--- src/rtl/fifo_unpack.sv ---
// Quad-word to word unpacker: holds one packed beat and streams its valid words
// lowest first, reloading on the final pop so back-to-back beats have no bubble.
module fifo_unpack #(
  parameter int WordWidth = 32,
  parameter int NumWords  = 4,
  parameter int CntWidth  = $clog2(NumWords+1)
) (
  input  logic                          clk_i,
  input  logic                          rst_ni,
  input  logic                          flush_i,
  input  logic                          in_valid_i,
  output logic                          in_ready_o,
  input  logic [NumWords*WordWidth-1:0] in_data_i,
  input  logic [CntWidth-1:0]           in_cnt_i,
  input  logic                          in_last_i,
  output logic                          out_valid_o,
  input  logic                          out_ready_i,
  output logic [WordWidth-1:0]          out_data_o,
  output logic                          out_last_o,
  output logic                          busy_o
);

  localparam int IdxWidth = $clog2(NumWords);

  typedef enum logic {EMPTY, DRAIN} state_e;

  state_e                             state_q, state_d;
  logic [IdxWidth-1:0]                idx_q, idx_d;
  logic [IdxWidth-1:0]                lidx_q, lidx_in;
  logic [NumWords-1:0][WordWidth-1:0] data_q;
  logic                               last_q;
  logic                               at_end, accept, pop, load;

  // Store the index of the final word rather than the count; out-of-range
  // counts collapse to a full beat.
  always_comb begin
    lidx_in = IdxWidth'(NumWords - 1);
    if (in_cnt_i != '0 && in_cnt_i <= CntWidth'(NumWords))
      lidx_in = IdxWidth'(in_cnt_i - CntWidth'(1));
  end

  assign at_end      = (idx_q == lidx_q);
  assign out_valid_o = (state_q == DRAIN);
  assign busy_o      = out_valid_o;
  assign in_ready_o  = !flush_i && ((state_q == EMPTY) || (out_ready_i && at_end));
  assign accept      = in_valid_i && in_ready_o;
  assign pop         = out_valid_o && out_ready_i;
  assign out_data_o  = data_q[idx_q];
  assign out_last_o  = out_valid_o && last_q && at_end;

  always_comb begin
    state_d = state_q;
    idx_d   = idx_q;
    load    = 1'b0;
    if (flush_i) begin
      state_d = EMPTY;
      idx_d   = '0;
    end else if (accept) begin
      state_d = DRAIN;
      idx_d   = '0;
      load    = 1'b1;
    end else if (pop) begin
      if (at_end) begin
        state_d = EMPTY;
        idx_d   = '0;
      end else begin
        idx_d = idx_q + IdxWidth'(1);
      end
    end
  end

  always_ff @(posedge clk_i or negedge rst_ni) begin
    if (!rst_ni) begin
      state_q <= EMPTY;
      idx_q   <= '0;
      lidx_q  <= '0;
      last_q  <= 1'b0;
      data_q  <= '0;
    end else begin
      state_q <= state_d;
      idx_q   <= idx_d;
      if (load) begin
        data_q <= in_data_i;
        lidx_q <= lidx_in;
        last_q <= in_last_i;
      end
    end
  end

endmodule

--- config.mk ---
export PLATFORM = sky130hd
export DESIGN_NAME = fifo_unpack
export DESIGN_NICKNAME = d
export VERILOG_FILES = /design/src/rtl/fifo_unpack.sv
export SDC_FILE = /design/constraint.sdc
export NUM_CORES = 1
export LEC_CHECK = 0
export CORE_ASPECT_RATIO = 0.6
export CORE_MARGIN = 10
export CORE_UTILIZATION = 43
export CTS_BUF_LIST = sky130_fd_sc_hd__clkbuf_2
export CTS_CLUSTER_SIZE = 10
export DETAILED_ROUTE_END_ITERATION = 8
export DONT_BUFFER_PORTS = 1
export PLACE_DENSITY_LB_ADDON = 0.2
export SYNTH_ARGS = -nofsm -noshare
export SYNTH_HDL_FRONTEND = slang
export SYNTH_SLANG_ARGS = --single-unit
--- constraint.sdc ---
create_clock -name clk_i -period 2.2 [get_ports clk_i]
set_input_delay 0.44 -clock clk_i [delete_from_list [all_inputs] [get_ports clk_i]]
set_output_delay 0.44 -clock clk_i [all_outputs]
set_load 0.03 [all_outputs]
==> results.txt, run 1 <==
The number of clock sinks came out at between 100 and 150. The HPWL after detailed placement came out at just under 10,000 um. Sorting the synthesized cells by area gives the leading types as dfrtp_1, mux2_4, mux4_2. The number of enable-type register cells in the synthesized netlist came out at 0. The combined area of all synthesized cells is roughly 6300 sq um. The flow did not finish. The number of H-tree branching levels is 4.

In this run the deepest clock path goes through 2 buffers. The number of nets in the synthesized netlist is roughly 490. The most used flip-flop cell after synthesis is dfrtp_1. The width of the die came out at about 180 um. The count of input and output buffers came out at 0. The first error in the log reads "[ERROR RSZ-0060] Max buffer count reached".

For this run, the register share of the synthesized area comes to 0.534. TritonCTS created 17 clock buffers. A synthesized cell averages roughly 18 sq um.

The post-synthesis cell count came out at between 300 and 400. In this run the clock root is driven by a clkbuf_2. The placer congestion estimate came out at ~0.74. Of the post-synthesis cell area, the dominant cell type holds 0.534. The number of cell rows came out at 34. The effective utilization at floorplan came out at 0.436.

After synthesis, the share of flip-flops with an asynchronous set or reset is 1.00. The number of different library cells in the post-synthesis netlist came out at 27. The die height is 114 um. The number of buffers inserted by post-CTS setup repair is 2. The most area-hungry cell type in the Yosys netlist is dfrtp_1. By instance count, the leading cell after synthesis is dfrtp_1. The number of warnings printed during yosys synthesis came out at 0. Sorting the synthesized cells by how often they occur yields dfrtp_1, mux2_4, mux2_2, mux4_2, buf_6. The number of hold buffers added after cts is approximately 120.

The stage where the run came to a stop is 4_1_cts. The number of gates resized after cts is 5. The total I/O pin count is ~170. In this run, synthesis produced a sequential element count of approximately 130.
==> metrics by stage <==
stage	instances	hold slack (ps)	area (sq um)	setup slack, ps	util
after floorplan	351	144	6280	211	-
after global placement	537	149	6490	352	0.451
after detailed placement	537	148	6490	327	0.451
==> logic make-up after synthesis <==
logic type	share of synthesized area
AOI/OAI and AO/OA	0.0116
and+or+nand+nor	0.00917
xor gates and xnor gates	0.00419
DFF	0.534
muxes	0.404
buffers and inverters	0.0351
adders and majority gates	0.00199
==> run 2, diff against run 1 <==
- CORE_ASPECT_RATIO: 0.6 -> not set
- CORE_UTILIZATION: 43 -> 28
- CTS_BUF_LIST: sky130_fd_sc_hd__clkbuf_2 -> not set
- CTS_CLUSTER_SIZE: 10 -> not set
- PLACE_DENSITY_LB_ADDON: 0.2 -> 0.15
==> results.txt, run 2 <==
The number of warnings printed during yosys synthesis came out at 0 (unchanged). The sequential share of power is 0.419. The final setup violation count came out at 0.

The violation count after the first detailed-routing iteration is roughly 130. The delay of the slowest cell on the worst path came out at around 650 ps. The most common library cell in the layout ignoring fill and taps is dfrtp_1. The post-synthesis cell count is 351 (unchanged). The clock tree skew after final layout is ~10 ps. The worst-case setup slack after placement is 312 ps (was 327 ps). The first-pass iteration count of the detailed router is 4.

The final period demand of the worst path is 2180 ps. Setup repair after global routing could not meet its margin everywhere. Main area contributors after synthesis: dfrtp_1, mux2_4, mux4_2 (unchanged).

The part of the cycle the worst path needs is 0.993. The switching power came out at ~0.0024 W. Leaving out fill and tap cells, the most frequent cells in the layout are dfrtp_1, mux2_4, mux2_2, mux4_2, clkbuf_16. For the worst setup path, the data arrival time is 1740 ps. The clock network latency to the later pin of the worst-skew pair came out at around 420 ps. The number of max-slew violations in the final report came out at 0. The post-detailed-route count of antenna-violating nets is 0. Setup slack on the worst reg-to-reg path comes out at ~230 ps. The leakage power summed over all cells came out at 3.22 nW. The final instance area is ~7300 sq um. The count of maximum capacitance violations came out at 0. The top-area cell type share of the netlist area came out at 0.534 (unchanged).

The setup TNS after final layout came out at 0 ps. After detailed routing, the number of remaining DRC violations is 0. The register ranked first by flip-flop count is data_q.

In the final layout, the share of cells above drive strength 1 is 0.578. The number of buffers inserted during clock tree synthesis is 17 (unchanged). The critical register-to-register path startpoint is idx_q[0]. The critical path is of the reg2out type. The die height was 170 um (was 114 um). At the end of the flow, the number of nets in the layout was between 400 and 500. For this design the ratio of total power to cell area is 1110 nW/um^2. The combinational share of power came out at 0.219.

The total I/O pin count came out at 173 (unchanged). The number of H-tree branching levels is 4 (unchanged). The worst setup path is captured at an output pin. Across the VDD grid, the largest voltage drop is ~0.45 mV. The switching share of total power came out at 0.293. The mean area per synthesized cell came out at 17.9 sq um (unchanged). The wire length reported by the detailed router came out at roughly 15,000 um.

The register with the most flip-flops in the layout has 128 of them. After layout, the design draws a total of 0.00807 W. The largest registers in the layout are data_q (128), idx_q (2), lidx_q (2). The checks that failed: hold timing. The initial antenna violation count came out at 1. The combined area of all synthesized cells is 6280 sq um (unchanged). The placer congestion estimate is 0.719 (was 0.736).

The die footprint came out at 28,800 sq um. The number of global-route vias before repair came out at about 3,500. After floorplanning, the core was sized to cover 22,000 sq um. The count of input and output buffers is 0 (unchanged). The number of cells on the worst reg-to-reg path is 5.

The min-delay analysis places its worst path in the category in2async. The HPWL after detailed placement was 10,300 um (was 9720 um). The global-route wire length before repair came out at between 20,000 and 25,000 um. The root buffer selected by CTS is clkbuf_16 (was clkbuf_2). The effective utilization at floorplan is 0.286 (was 0.436).

Cell types with the highest counts after synthesis: dfrtp_1, mux2_4, mux2_2, mux4_2, buf_6 (unchanged). The most frequently used flop master after synthesis is dfrtp_1 (unchanged). The most area-hungry cell type in the Yosys netlist is dfrtp_1 (unchanged). The sequential element share of the synthesized area was 0.534 (unchanged). The area added between synthesis and finish is 15.7%. The most instantiated library cell after synthesis is dfrtp_1 (unchanged). The total buffers and inverters traversed by the critical path is 1. The mean routed wirelength per cell is between 20 and 25 um. The number of nets in the synthesized netlist is 489 (unchanged). The number of register bits inferred by synthesis came out at 134 (unchanged). The via total after detailed routing is between 3,000 and 4,000. The worst-path cell with the longest stage delay is mux4_2. The number of enable-type register cells in the synthesized netlist is 0 (unchanged). The width of the die is 170 um (was 176 um). The worst relative slew slack is 0.706. The total count of hold-check failures in the final report came to approximately 130. The number of cell rows came out at 54 (was 34). The critical path runs through a total of 2 cells. Status: complete, but fails checks (was did not finish). The number of different library cells in the post-synthesis netlist came out at 27 (unchanged).

The instance area after placement is 6590 sq um (was 6490 sq um). The global router's overall resource usage is 0.106. In the routed layout, each cell is associated on average with a via count of 4.65. The share of total power dissipated in the clock network is 0.363. The design internal power is between 0.005 and 0.006 W. The maximum operating frequency is between 400 and 500 MHz. The reg-to-reg critical path endpoint is data_q[4]. After clock tree synthesis, the clock-pin slew on the worst setup and hold paths is approximately 60 ps. For the pin with the worst max-slew slack, the measured transition is roughly 440 ps. The maximum buffer depth of the clock tree came out at 2 (unchanged). For the worst setup path, the data required time is around 1800 ps. The worst path meets setup with around 16 ps of slack. The share of synthesized flip-flops with an asynchronous set or reset is 1.00 (unchanged). The residual overflow from global routing came out at 0.

The highest net fanout along the worst path is 12. The worst hold slack across all endpoints came out at -282 ps. The number of clock sinks is 134 (unchanged).

Entering global routing, the biggest net connects 135 pins. On the critical path the largest part of the delay comes from multiplexers. The signal on the critical path passes through buf_12, mux4_2. The worst setup path is launched from a flip-flop. The CTS tree is yes.
## run 2: cell counts after synthesis
No cell type changed its count.
## run 2: kinds of logic (layout without fill, tap and decap cells)
| group | Yosys count | after routing | synth area share |
|---|---|---|---|
| simple gates | 10 | 10 | 0.00917 |
| compound gates | 10 | 10 | 0.0116 |
| xor+xnor | 3 | 3 | 0.00419 |
| mux | 163 | 163 | 0.404 |
| other cells | 0 | 1 | 0 |
| fa+ha+maj | 1 | 1 | 0.00199 |
| flops | 134 | 134 | 0.534 |
| buf+inv | 30 | 53 | 0.0351 |
## run 2: how the worst max path moves through the flow
stage / to / slack, ps / start
floorplan: data_q[100] / 210 / busy_o
global placement: out_data_o[9] / 310 / idx_q[1]
detailed placement: data_q[4] / 310 / idx_q[1]
CTS: out_data_o[17] / -30 / idx_q[0]
global route: out_data_o[17] / -60 / idx_q[0]
finish: out_data_o[17] / 20 / idx_q[0]
## run 2: metal layers
layer  global-route usage  wire (um)
met5                    0          0
met4               0.0309        153
met3               0.0584       1670
met2                0.159       7050
met1                0.127       6380
## run 2: repair_timing
action / CTS / global route
cloned: 0 / 1
hold endpoints to repair: 134 / 134
resized for setup: 3 / 3
setup endpoints to repair: 33 / 33
setup buffers: 0 / 2
pin swaps: 0 / 1
## run 2: metrics by stage
stage          instances  utilization
6_report             655        0.331
5_1_grt              654        0.330
4_1_cts              651        0.328
3_5_place_dp         619        0.300
3_3_place_gp         619        0.300
2_1_floorplan        351            -
## run 2: cell type report
| cell class | count | area [sq um] |
|---|---|---|
| antenna | 1 | 2.50 |
| clock buffer | 17 | 425 |
| clock inverter | 15 | 179 |
| fill | 2117 | 14700 |
| inverter | 5 | 18.8 |
| multi-input combinational | 187 | 2710 |
| sequential | 134 | 3360 |
| tap | 280 | 350 |
| timing repair buffer | 16 | 216 |
## run 2: worst reg2reg max path, cell delays in order, from the launching register on
cell and delay [ps]:
dfrtp_2 480, xor2_1 300, o31a_2 260, buf_12 220
buf_12 240, mux2_2 350
## run 2: power by group through the flow
| stage | registers (W) | clock network (W) | logic [W] |
|---|---|---|---|
| 6_report | 0.00338 | 0.00293 | 0.00177 |
| 5_1_grt | 0.00346 | 0.00313 | 0.00187 |
| 4_1_cts | 0.00338 | 0.00302 | 0.00178 |
| 3_5_place_dp | 0.00342 | 0 | 0.00176 |
| 3_3_place_gp | 0.00339 | 0 | 0.00174 |
| 2_1_floorplan | 0.00330 | 0 | 0.00159 |
Power figures use the tool's default switching activity.
